<file path="src/rtl/xalu_host_pkg.sv">
// Shared types and constants for the xalu host sequencer: FSM states, pin phase codes
// and the bit positions of done/flags on the tile's bidirectional bus.
package xalu_host_pkg;

  typedef enum logic [2:0] {
    IDLE,
    SEND_OP,
    SEND_A,
    SEND_B,
    WAIT,
    RESP
  } state_t;

  localparam logic [1:0] PH_IDLE = 2'b00;
  localparam logic [1:0] PH_OP   = 2'b01;
  localparam logic [1:0] PH_A    = 2'b10;
  localparam logic [1:0] PH_B    = 2'b11;

  localparam int DONE_BIT = 0;
  localparam int FLAG_LSB = 1;
  localparam int FLAG_MSB = 4;

endpackage

</file>
<file path="src/rtl/xalu_host_timeout.sv">
// WAIT-phase cycle counter: cleared before WAIT, counts each WAIT cycle and flags
// the cycle that is the TIMEOUT_CYCLES-th one spent waiting.
module xalu_host_timeout #(
  parameter int TIMEOUT_CYCLES = 16
) (
  input  logic clk,
  input  logic rst_n,
  input  logic clear,
  input  logic enable,
  output logic limit_hit
);

  localparam int CW = $clog2(TIMEOUT_CYCLES + 1);

  logic [CW-1:0] count;

  always_ff @(posedge clk or negedge rst_n) begin
    if (!rst_n) begin
      count <= '0;
    end else if (clear) begin
      count <= '0;
    end else if (enable) begin
      count <= count + 1'b1;
    end
  end

  // count holds the number of WAIT cycles already completed, so the limit cycle is LIMIT-1
  assign limit_hit = enable && (count == CW'(TIMEOUT_CYCLES - 1));

endmodule

</file>
<file path="src/rtl/xalu_host_sequencer.sv">
// Host-side sequencer for the xalu tile: accepts one command, serialises op/A/B onto
// the tile pins, waits for done (or times out) and returns result/flags on a response port.
module xalu_host_sequencer
  import xalu_host_pkg::*;
#(
  parameter int TIMEOUT_CYCLES = 16
) (
  input  logic       clk,
  input  logic       rst_n,
  input  logic       req_valid,
  output logic       req_ready,
  input  logic [3:0] req_op,
  input  logic [7:0] req_a,
  input  logic [7:0] req_b,
  output logic       rsp_valid,
  input  logic       rsp_ready,
  output logic [7:0] rsp_result,
  output logic [3:0] rsp_flags,
  output logic       rsp_timeout,
  output logic [7:0] alu_ui,
  output logic [7:0] alu_uio,
  output logic       alu_ena,
  input  logic [7:0] alu_uo,
  input  logic [7:0] alu_uio_out,
  input  logic [7:0] alu_uio_oe
);

  state_t state, state_next;
  logic [7:0] a_q, b_q;
  logic       done;
  logic       limit_hit;
  logic       unused_bits;

  assign done        = alu_uio_out[DONE_BIT] & alu_uio_oe[DONE_BIT];
  assign req_ready   = rst_n && (state == IDLE);
  assign rsp_valid   = (state == RESP);
  assign unused_bits = ^{alu_uio_out[7:5], alu_uio_oe[7:5]};

  xalu_host_timeout #(
    .TIMEOUT_CYCLES(TIMEOUT_CYCLES)
  ) u_timeout (
    .clk      (clk),
    .rst_n    (rst_n),
    .clear    (state == SEND_B),
    .enable   (state == WAIT),
    .limit_hit(limit_hit)
  );

  always_ff @(posedge clk or negedge rst_n) begin
    if (!rst_n) begin
      state <= IDLE;
    end else begin
      state <= state_next;
    end
  end

  always_comb begin
    state_next = state;
    case (state)
      IDLE:    if (req_valid) state_next = SEND_OP;
      SEND_OP: state_next = SEND_A;
      SEND_A:  state_next = SEND_B;
      SEND_B:  state_next = WAIT;
      WAIT:    if (done || limit_hit) state_next = RESP;
      RESP:    if (rsp_ready) state_next = IDLE;
      default: state_next = IDLE;
    endcase
  end

  // Pins are loaded one cycle ahead so each phase appears on the cycle its state is entered
  always_ff @(posedge clk or negedge rst_n) begin
    if (!rst_n) begin
      a_q     <= '0;
      b_q     <= '0;
      alu_ui  <= '0;
      alu_uio <= '0;
      alu_ena <= 1'b0;
    end else begin
      alu_ena <= 1'b1;
      case (state)
        IDLE: begin
          if (req_valid) begin
            a_q     <= req_a;
            b_q     <= req_b;
            alu_ui  <= {4'b0000, req_op};
            alu_uio <= {PH_OP, 6'b000000};
          end else begin
            alu_ui  <= '0;
            alu_uio <= {PH_IDLE, 6'b000000};
          end
        end
        SEND_OP: begin
          alu_ui  <= a_q;
          alu_uio <= {PH_A, 6'b000000};
        end
        SEND_A: begin
          alu_ui  <= b_q;
          alu_uio <= {PH_B, 6'b000000};
        end
        default: begin
          alu_ui  <= '0;
          alu_uio <= {PH_IDLE, 6'b000000};
        end
      endcase
    end
  end

  // A done in the limit cycle still counts as a completion, not a timeout
  always_ff @(posedge clk or negedge rst_n) begin
    if (!rst_n) begin
      rsp_result  <= '0;
      rsp_flags   <= '0;
      rsp_timeout <= 1'b0;
    end else if (state == WAIT) begin
      if (done) begin
        rsp_result  <= alu_uo;
        rsp_flags   <= alu_uio_out[FLAG_MSB:FLAG_LSB] & alu_uio_oe[FLAG_MSB:FLAG_LSB];
        rsp_timeout <= 1'b0;
      end else if (limit_hit) begin
        rsp_result  <= '0;
        rsp_flags   <= '0;
        rsp_timeout <= 1'b1;
      end
    end
  end

endmodule

</file>
<file path="config.mk">
export PLATFORM = sky130hd
export DESIGN_NAME = xalu_host_sequencer
export DESIGN_NICKNAME = d
export VERILOG_FILES = /design/src/rtl/xalu_host_pkg.sv /design/src/rtl/xalu_host_timeout.sv /design/src/rtl/xalu_host_sequencer.sv
export SDC_FILE = /design/constraint.sdc
export NUM_CORES = 1
export LEC_CHECK = 0
export CORE_ASPECT_RATIO = 0.7
export CORE_MARGIN = 2
export CORE_UTILIZATION = 35
export CTS_CLUSTER_SIZE = 25
export DETAILED_ROUTE_END_ITERATION = 12
export PLACE_DENSITY_LB_ADDON = 0.25
export SLEW_MARGIN = 20
export SYNTH_ARGS = -nofsm -noshare
export SYNTH_HDL_FRONTEND = slang
export SYNTH_SLANG_ARGS = --single-unit
</file>
<file path="constraint.sdc">
create_clock -name clk -period 2 [get_ports clk]
set_input_delay 0.3 -clock clk [delete_from_list [all_inputs] [get_ports clk]]
set_output_delay 0.3 -clock clk [all_outputs]
set_load 0.01 [all_outputs]
</file>
Yosys cells after proc, flatten, opt, wreduce, memory -nomap -nowiden
Index checks and enable logic that the tools add are counted.

$add $sub $neg: 1. Equal/unequal tests: 9. Muxes and demuxes: 16. Bitwise operators: 2. Reductions and logical operators: 9.

Operator list (count): 8-bit one-hot mux with 3 select lines (2); 3-bit one-hot mux with 6 select lines (1); 8-bit 2-to-1 mux (2); 4-bit 2-to-1 mux (3); 5-bit 2-to-1 mux (2); 3-bit 2-to-1 mux (3); 7-bit 2-to-1 mux (1); 3-bit by 2-bit == test with 1-bit output, second input constant (2); 3-bit == test, second input constant (2); 5-bit by 1-bit adder with 5-bit output, second input constant (1); 5-bit by 4-bit == test with 1-bit output, second input constant (1); 4-bit bitwise AND (1); 2-bit != test, second input constant (2); 2-bit AND reduction (2); 2-bit nonzero test (2); 3-bit by 1-bit == test with 1-bit output, second input constant (1); 3-bit logical NOT (1); 3-bit AND reduction (1); 1-bit logical AND (2); 1-bit 2-to-1 mux (2); 2-bit by 1-bit != test with 1-bit output, second input constant (1); 1-bit bitwise AND (1); 1-bit logical OR (1).

Bits in registers: 54. Input bits: 48. Output and inout bits: 32. Logic and storage cells: 47.

Longest topological paths before layout
Gate-level depths: netlist of the first run.

Depth in word-level cells: 5. Gate-level depth with buffers: 6. Mapped depth without buffers: 5.

Hierarchy
Synthesis of the first run repeated with hierarchy kept, for this count alone.

Cells, all modules: 155. Area, all modules: 2052.0 µm².

Modules (own cells, without submodules): xalu_host_sequencer (instances 1, cells each 131, area an instance 1766.7 µm², seq. area each 1076.0 µm²); xalu_host_timeout (instances 1, cells each 24, area an instance 285.3 µm², seq. area each 125.1 µm²).

Worst setup path before layout of the first run
No wires, ideal clock.

Path type: register to register. From: register u_timeout.count[0]. To: register rsp_result[2]. Library setup time: 0.065 ns. Arrival time: 1.408 ns. Required time: 1.935 ns. Slack: 0.526 ns. Stages on the path, launching flop included: 7. Buffers on the path: 1. Clock period less this slack: 1.474 ns. Cells stage by stage: dfrtp_1 > ha_1 > and3_1 > ha_1 > o21ai_2 > buf_6 > a22o_1.

Cells in the longest elaborated chain, start to end: 4.

RTL lines: start, declared (line xalu_host_timeout.sv:15) `logic [CW-1:0] count;`; start signal, assigned (line xalu_host_timeout.sv:23) `count <= count + 1'b1;`; 5-bit by 4-bit == test with 1-bit output (line xalu_host_timeout.sv:28) `assign limit_hit = enable && (count == CW'(TIMEOUT_CYCLES - 1));`; 1-bit logical AND (line xalu_host_timeout.sv:28); 2-bit nonzero test (no line); 2-bit AND reduction (no line); end signal, assigned (line xalu_host_sequencer.sv:116) `rsp_result <= alu_uo;`; end, declared (line xalu_host_sequencer.sv:17) `output logic [7:0] rsp_result,`.

Every way passes these cells. A chain may end at the register's enable or synchronous reset.

Worst setup path in the final report of the first run
From: register state[1]. To: output rsp_valid.

Cells in the longest elaborated chain, start to end: 1.

RTL lines: start, declared (line xalu_host_sequencer.sv:28) `state_t state, state_next;`; start signal, assigned (line xalu_host_sequencer.sv:53) `state <= state_next;`; 3-bit == test (line xalu_host_sequencer.sv:36) `assign rsp_valid = (state == RESP);`; end, declared (line xalu_host_sequencer.sv:15) `output logic rsp_valid,`.

Every way passes these cells.

==> impl_metrics.csv, run 1 <==
group,metric,value,unit
synth,seq_area_frac_synth,58.3,%
synth,ys_async_sr_fraction,100,%
finish,layout-drive-gt1-share,14.0,%
sta,fin_crit_sh,95.5,%
outcome,outcome,"finished clean",
sta,slew_headroom,54.5,%
clocking,cts_buffers,5,
worst_setup_path,end_kind,"output port",
floorplanning,coreArea,0.00570,sq mm
route,vias,1432,
placed_design,dp_hpwl,3010,um
synth,synth_enable_flop_cells,0,
floorplanning,die_x,95.7,um
sta,grt_setup_unrepaired,"false",
pwr,p_per_area,1330,mW/mm^2
placed_design,port_buffers,67,
floorplanning,start_util,36.1,%
clocking,cts.sinks,48,
sta,finalHoldViolCount,0,
flow_run,cap_violations,0,
floorplanning,die_area,0.00652,sq mm
route,drt_iter0_drc,80,
finish,area.growth.synth_to_final,40.8,%
synth,ys_ff_latch,48,
route,vias_per_cell,4.71,
finish,fin_area,0.00290,sq mm
worst_setup_path,slowest_stage,"clkdlybuf4s50_1",
pwr,p_leak,1.30,nW
finish,antenna_cells,0,
pwr,irDropWorstVdd,0.000649,V
sta,fin_crit,1.91,ns
global_route,gr-usage-met3,3.74,%
worst_setup_path,crit_family,"buffers and inverters",
synth,synth_area_leader_cell,"dfrtp_1",
synth,syn-cell-area,0.00206,sq mm
global_route,grt_util_met2,20.8,%
synth,ys_top_cells_by_area,"dfrtp_1 (58%), a22o_1 (5.1%), mux2_1 (4.4%)",
global_route,grt.overflow.total,0,
route,wl_per_cell,13.9,um
placed_design,gp_congestion,0.753,
clocking,clkTransAtPathRegs,0.09,ns
synth,syn_inst,156,
worst_setup_path,startpoint_type,"flip-flop",
sta,fin_worst_skew,0.00503,ns
floorplanning,row_count,23,
worst_setup_path,worst-setup-path-type,"reg -> out",
global_route,antenna_found_initial,0,
synth,synth_top_area_share,58.3,%
finish,fin_nets,278,
worst_setup_path,cp.required,1.70,ns
worst_setup_path,cp_slowest_stage_delay,0.53,ns
clocking,clk_latency,0.29,ns
synth,synth_ff_type,"dfrtp_1",
worst_setup_path,cp.arrival,1.61,ns
route,wirelength,4220,um
route,dr.pass1.iters,4,
global_route,grt.busiest_layer,"met2",
worst_setup_path,worst-path-buf-inv,2,
global_route,grt_pass1_wl,6970,um
floorplanning,die_h,68.2,um
worst_hold_path,hold_path.class,"in -> async",
global_route,met1_usage,20.7,%
clocking,clockBufferDepth,2,
finish,fill_cells,522,
global_route,grt_use_total,14.2,%
synth,syn_avg_cell_area,13.2,sq um
placed_design,place_area,0.00279,sq mm
sta,tightest_slew,0.680,ns
global_route,grt_max_degree,49,
global_route,grt_pass1_vias,1408,
sta,max_freq,0.524,GHz
route,antenna_left,0,
worst_setup_path,path_cells,"buf_4, and3b_1, clkdlybuf4s50_1",
clocking,ctsHoldBuffers,0,
clocking,cts_max_level,2,
route,drc,0,
synth,yosys_warnings,0,
sta,setup_viol,0,
clocking,clockRootBuffer,"clkbuf_8",
synth,synth.distinct_cells,32,
clocking,cts_tree,"yes",
sta,maxSlewViolCount,0,
worst_setup_path,path_max_fanout,10,
floorplanning,io_pins,80,
sta,fin_setup_tns,0,ns
==> worst register-to-register path, cell delays in order (launching register included) <==
cell     delay, ns
dfrtp_1       0.40
buf_4         0.20
nor4b_4       0.33
buf_12        0.20
mux2_2        0.35
==> worst paths after layout <==
path                              start            end  slack [ns]  cells after the start
setup reg to reg               state[2]         b_q[4]        0.39                      4
max in group asynchronous         rst_n      alu_ui[2]        1.46                      2
min in group clk           rsp_flags[1]   rsp_flags[1]        0.48                      1
hold / removal                    rst_n  rsp_result[1]        0.15                      2
setup / recovery               state[1]      rsp_valid        0.09                      3
hold reg to reg            rsp_flags[1]   rsp_flags[1]        0.48                      1
==> logic make-up (layout without fill, tap and decap cells) <==
family	count (synthesis)	in the layout	share of synthesized area, %
flops	48	48	58.3
mux	16	16	8.75
buf+inv	19	87	6.56
compound gates	37	37	13.6
simple gates	32	32	11.2
other cells	2	7	0.365
fa+ha+maj	2	2	1.21
==> cells in the mapped netlist, types with 2 or more instances <==
library cell and count:
and3_1 2, a21o_1 4, dfrtp_1 48, ha_1 2, a222oi_1 4, inv_1 5, a21oi_1 9, mux2_2 8
nor2_1 6, conb_1 2, nand2_1 7, a22o_1 12, or2_2 2, a211oi_1 2, nor3b_4 2, mux2_1 8
buf_4 9, buf_6 4, nor3_1 6, a311oi_1 2
==> registers in the layout, indices dropped and copies added, names as in the netlist <==
signal	flops
alu_ui	8
state	3
rsp_timeout	1
rsp_flags	4
u_timeout.count	5
rsp_result	8
a_q	8
alu_uio	2
b_q	8
alu_ena	1
==> per-stage QoR <==
step           utilization [%]  hold slack, ns  instances  total power [mW]  setup slack [ns]
5_1_grt                   50.9           0.202        304              4.13           0.00919
3_3_place_gp              48.9           0.461        296              3.18             0.275
3_5_place_dp              48.9           0.472        296              3.20             0.268
4_1_cts                   50.9           0.171        304              3.90            0.0524
2_1_floorplan                -         0.00441        161              2.53             0.526
6_report                  50.9           0.151        304              3.87            0.0905
==> area by class of cell <==
type	instances	area, sq um	share of cell area, %
clock inverter	2	35.0	1.21
tap	75	93.8	3.24
sequential	48	1200	41.4
clock buffer	6	72.6	2.50
multi-input combinational	94	748	25.8
timing repair buffer	74	731	25.2
inverter	5	18.8	0.647
==> power breakdown <==
part	switching (mW)	internal, mW	leakage [nW]	total [mW]
sequential	0.206	1.38	0.603	1.59
combinational	0.674	0.918	0.646	1.59
clock	0.316	0.371	0.0552	0.688
total	1.20	2.67	1.30	3.87
==> what timing repair did <==
action	CTS	global route
gates resized for setup	1	0
endpoints found under the setup margin	1	0
setup buffers	0	0
==> placed cells by master (no fill, tap or decap), drive strengths merged, types with 3 or more instances in the layout <==
| master | count |
|---|---|
| a21o | 4 |
| inv | 5 |
| mux2 | 16 |
| a21oi | 9 |
| conb | 7 |
| clkbuf | 6 |
| nor3b | 3 |
| a222oi | 4 |
| clkdlybuf4s50 | 66 |
| nor3 | 6 |
| buf | 8 |
| nand2 | 7 |
| nor2 | 7 |
| a22o | 12 |
| dfrtp | 48 |
==> metal layers <==
metal / vias up / routed length, um / part of all wire (%)
met4: 0 / 35 / 0.83
met2: 37 / 1880 / 45
li1: 694 / - / -
met3: 2 / 193 / 4.6
met1: 699 / 2110 / 50
met5: - / 0 / 0
Power figures use the tool's default switching activity.
==> inputs of run 2 (changes only) <==
CAP_MARGIN = 0   (was unset)
==> results of run 2 <==
No change in the layout: final DEF, timing and power equal those of run 1.
==> inputs of run 3 (changes only) <==
PLACE_DENSITY = 0.73   (was unset)
PLACE_DENSITY_LB_ADDON = unset   (was 0.25)
==> impl_metrics.csv, run 3 (synthesis results as in run 1) <==
group,metric,value,unit
worst_setup_path,startpoint_type,"flip-flop",
worst_setup_path,end_kind,"output port",
floorplanning,coreArea,0.00570,sq mm
route,drt_iter0_drc,43,
worst_setup_path,worst-path-buf-inv,2,
finish,fin_area,0.00288,sq mm
sta,maxSlewViolCount,0,
route,dr.pass1.iters,4,
floorplanning,die_area,0.00652,sq mm
sta,tightest_slew,0.697,ns
placed_design,place_area,0.00278,sq mm
clocking,cts_tree,"yes",
sta,finalHoldViolCount,0,
finish,antenna_cells,0,
sta,fin_crit_sh,97.3,%
worst_setup_path,r2r_slack,0.17,ns
sta,hold_ws,0.123,ns
route,vias,1446,
global_route,grt_pass1_wl,6610,um
floorplanning,die_h,68.2,um
clocking,post-cts-setup-buffers,0,
global_route,grt_use_total,13.3,%
clocking,clockBufferDepth,2,
clocking,clockRootBuffer,"clkbuf_8",
outcome,outcome,"finished clean",
clocking,cts.sinks,48,
finish,seq_area,0.00120,sq mm
worst_setup_path,path_cells,"buf_4, and3b_1, clkdlybuf4s50_1",
finish,utilization,50.5,%
floorplanning,io_pins,80,
worst_setup_path,path_max_fanout,10,
clocking,clkTransAtPathRegs,0.09,ns
sta,layout_setup_ws,0.0537,ns
pwr,irDropWorstVdd,0.000514,V
worst_hold_path,hold_path.class,"in -> async",
global_route,grt_max_degree,49,
route,wl_per_cell,14.0,um
sta,max_freq,0.514,GHz
worst_setup_path,cp_slowest_stage_delay,0.53,ns
finish,area.growth.synth_to_final,39.6,%
pwr,p_leak,1.29,nW
clocking,cts_max_level,2,
placed_design,port_buffers,67,
finish,layout-drive-gt1-share,13.2,%
worst_setup_path,cp.arrival,1.65,ns
worst_setup_path,worst-setup-path-type,"reg -> out",
sta,setup_viol,0,
floorplanning,start_util,36.1,%
placed_design,gp_congestion,0.717,
clocking,clk_latency,0.29,ns
finish,multi_input_area,748,sq um
finish,final_common_cell,"clkdlybuf4s50_1",
sta,fin_worst_skew,0.00851,ns
flow_run,cap_violations,0,
global_route,antenna_found_initial,0,
floorplanning,row_count,23,
global_route,grt.overflow.total,0,
worst_setup_path,r2r_start,"u_timeout.count[0]",
finish,final_cell_mix,"clkdlybuf4s50_1 (66), dfrtp_1 (48), a22o_1 (12)",
placed_design,post-place-ws,0.204,ns
pwr,p_per_area,1310,mW/mm^2
route,drc,0,
finish,fill_cells,519,
worst_setup_path,reg2reg_depth,5,
placed_design,dp_hpwl,3000,um
route,wirelength,4230,um
finish,fin_nets,277,
sta,fin_crit,1.95,ns
worst_setup_path,r2r-end,"rsp_result[0]",
route,vias_per_cell,4.77,
worst_setup_path,cp.required,1.70,ns
clocking,cts_buffers,5,
worst_setup_path,slowest_stage,"clkdlybuf4s50_1",
floorplanning,die_x,95.7,um
worst_setup_path,crit_family,"buffers and inverters",
sta,slew_headroom,53.3,%
global_route,grt_pass1_vias,1407,
route,antenna_left,0,
run 3: worst max-delay path by stage:
stage                                  start       endpoint  slack [ns]  cells after the start
after global placement    u_timeout.count[0]  rsp_result[7]        0.23                      5
after floorplan           u_timeout.count[0]  rsp_result[2]        0.53                      6
after CTS                           state[0]      req_ready        0.04                      2
final                               state[1]      rsp_valid        0.05                      3
after global routing                state[0]      req_ready       -0.05                      2
after detailed placement  u_timeout.count[0]  rsp_result[0]        0.20                      5
run 3: power breakdown:
group / switching (mW) / total, mW / leakage [nW] / internal (mW)
sequential: 0.223 / 1.60 / 0.603 / 1.38
combinational: 0.669 / 1.59 / 0.641 / 0.917
clock: 0.300 / 0.583 / 0.0455 / 0.283
total: 1.19 / 3.77 / 1.29 / 2.58
run 3: what timing repair did:
action	CTS	global route
endpoints found under the setup margin	0	1
resized for setup	0	1
hold buffers	0	0
run 3: routing by layer:
layer  global-route usage (%)  part of all wire [%]  wire [um]
met1                     18.4                    48       2050
met2                     20.2                    45       1920
met3                     4.63                   6.2        264
met4                     3.21                     0          0
met5                        0                     0          0
run 3: final cells by class:
type                            count  share of cell area, %
Sequential cell                    48                   41.8
Tap cell                           75                   3.26
Timing Repair Buffer               73                   25.2
Inverter                            5                  0.653
Clock buffer                        8                   3.13
Multi-Input combinational cell     94                   26.0
run 3: stage by stage:
step	cells	total power, mW	TNS [ns]
after floorplan	161	2.53	0
after global placement	295	3.16	0
after detailed placement	295	3.22	0
after CTS	303	3.80	0
after global routing	303	4.02	-0.0451
final	303	3.77	0
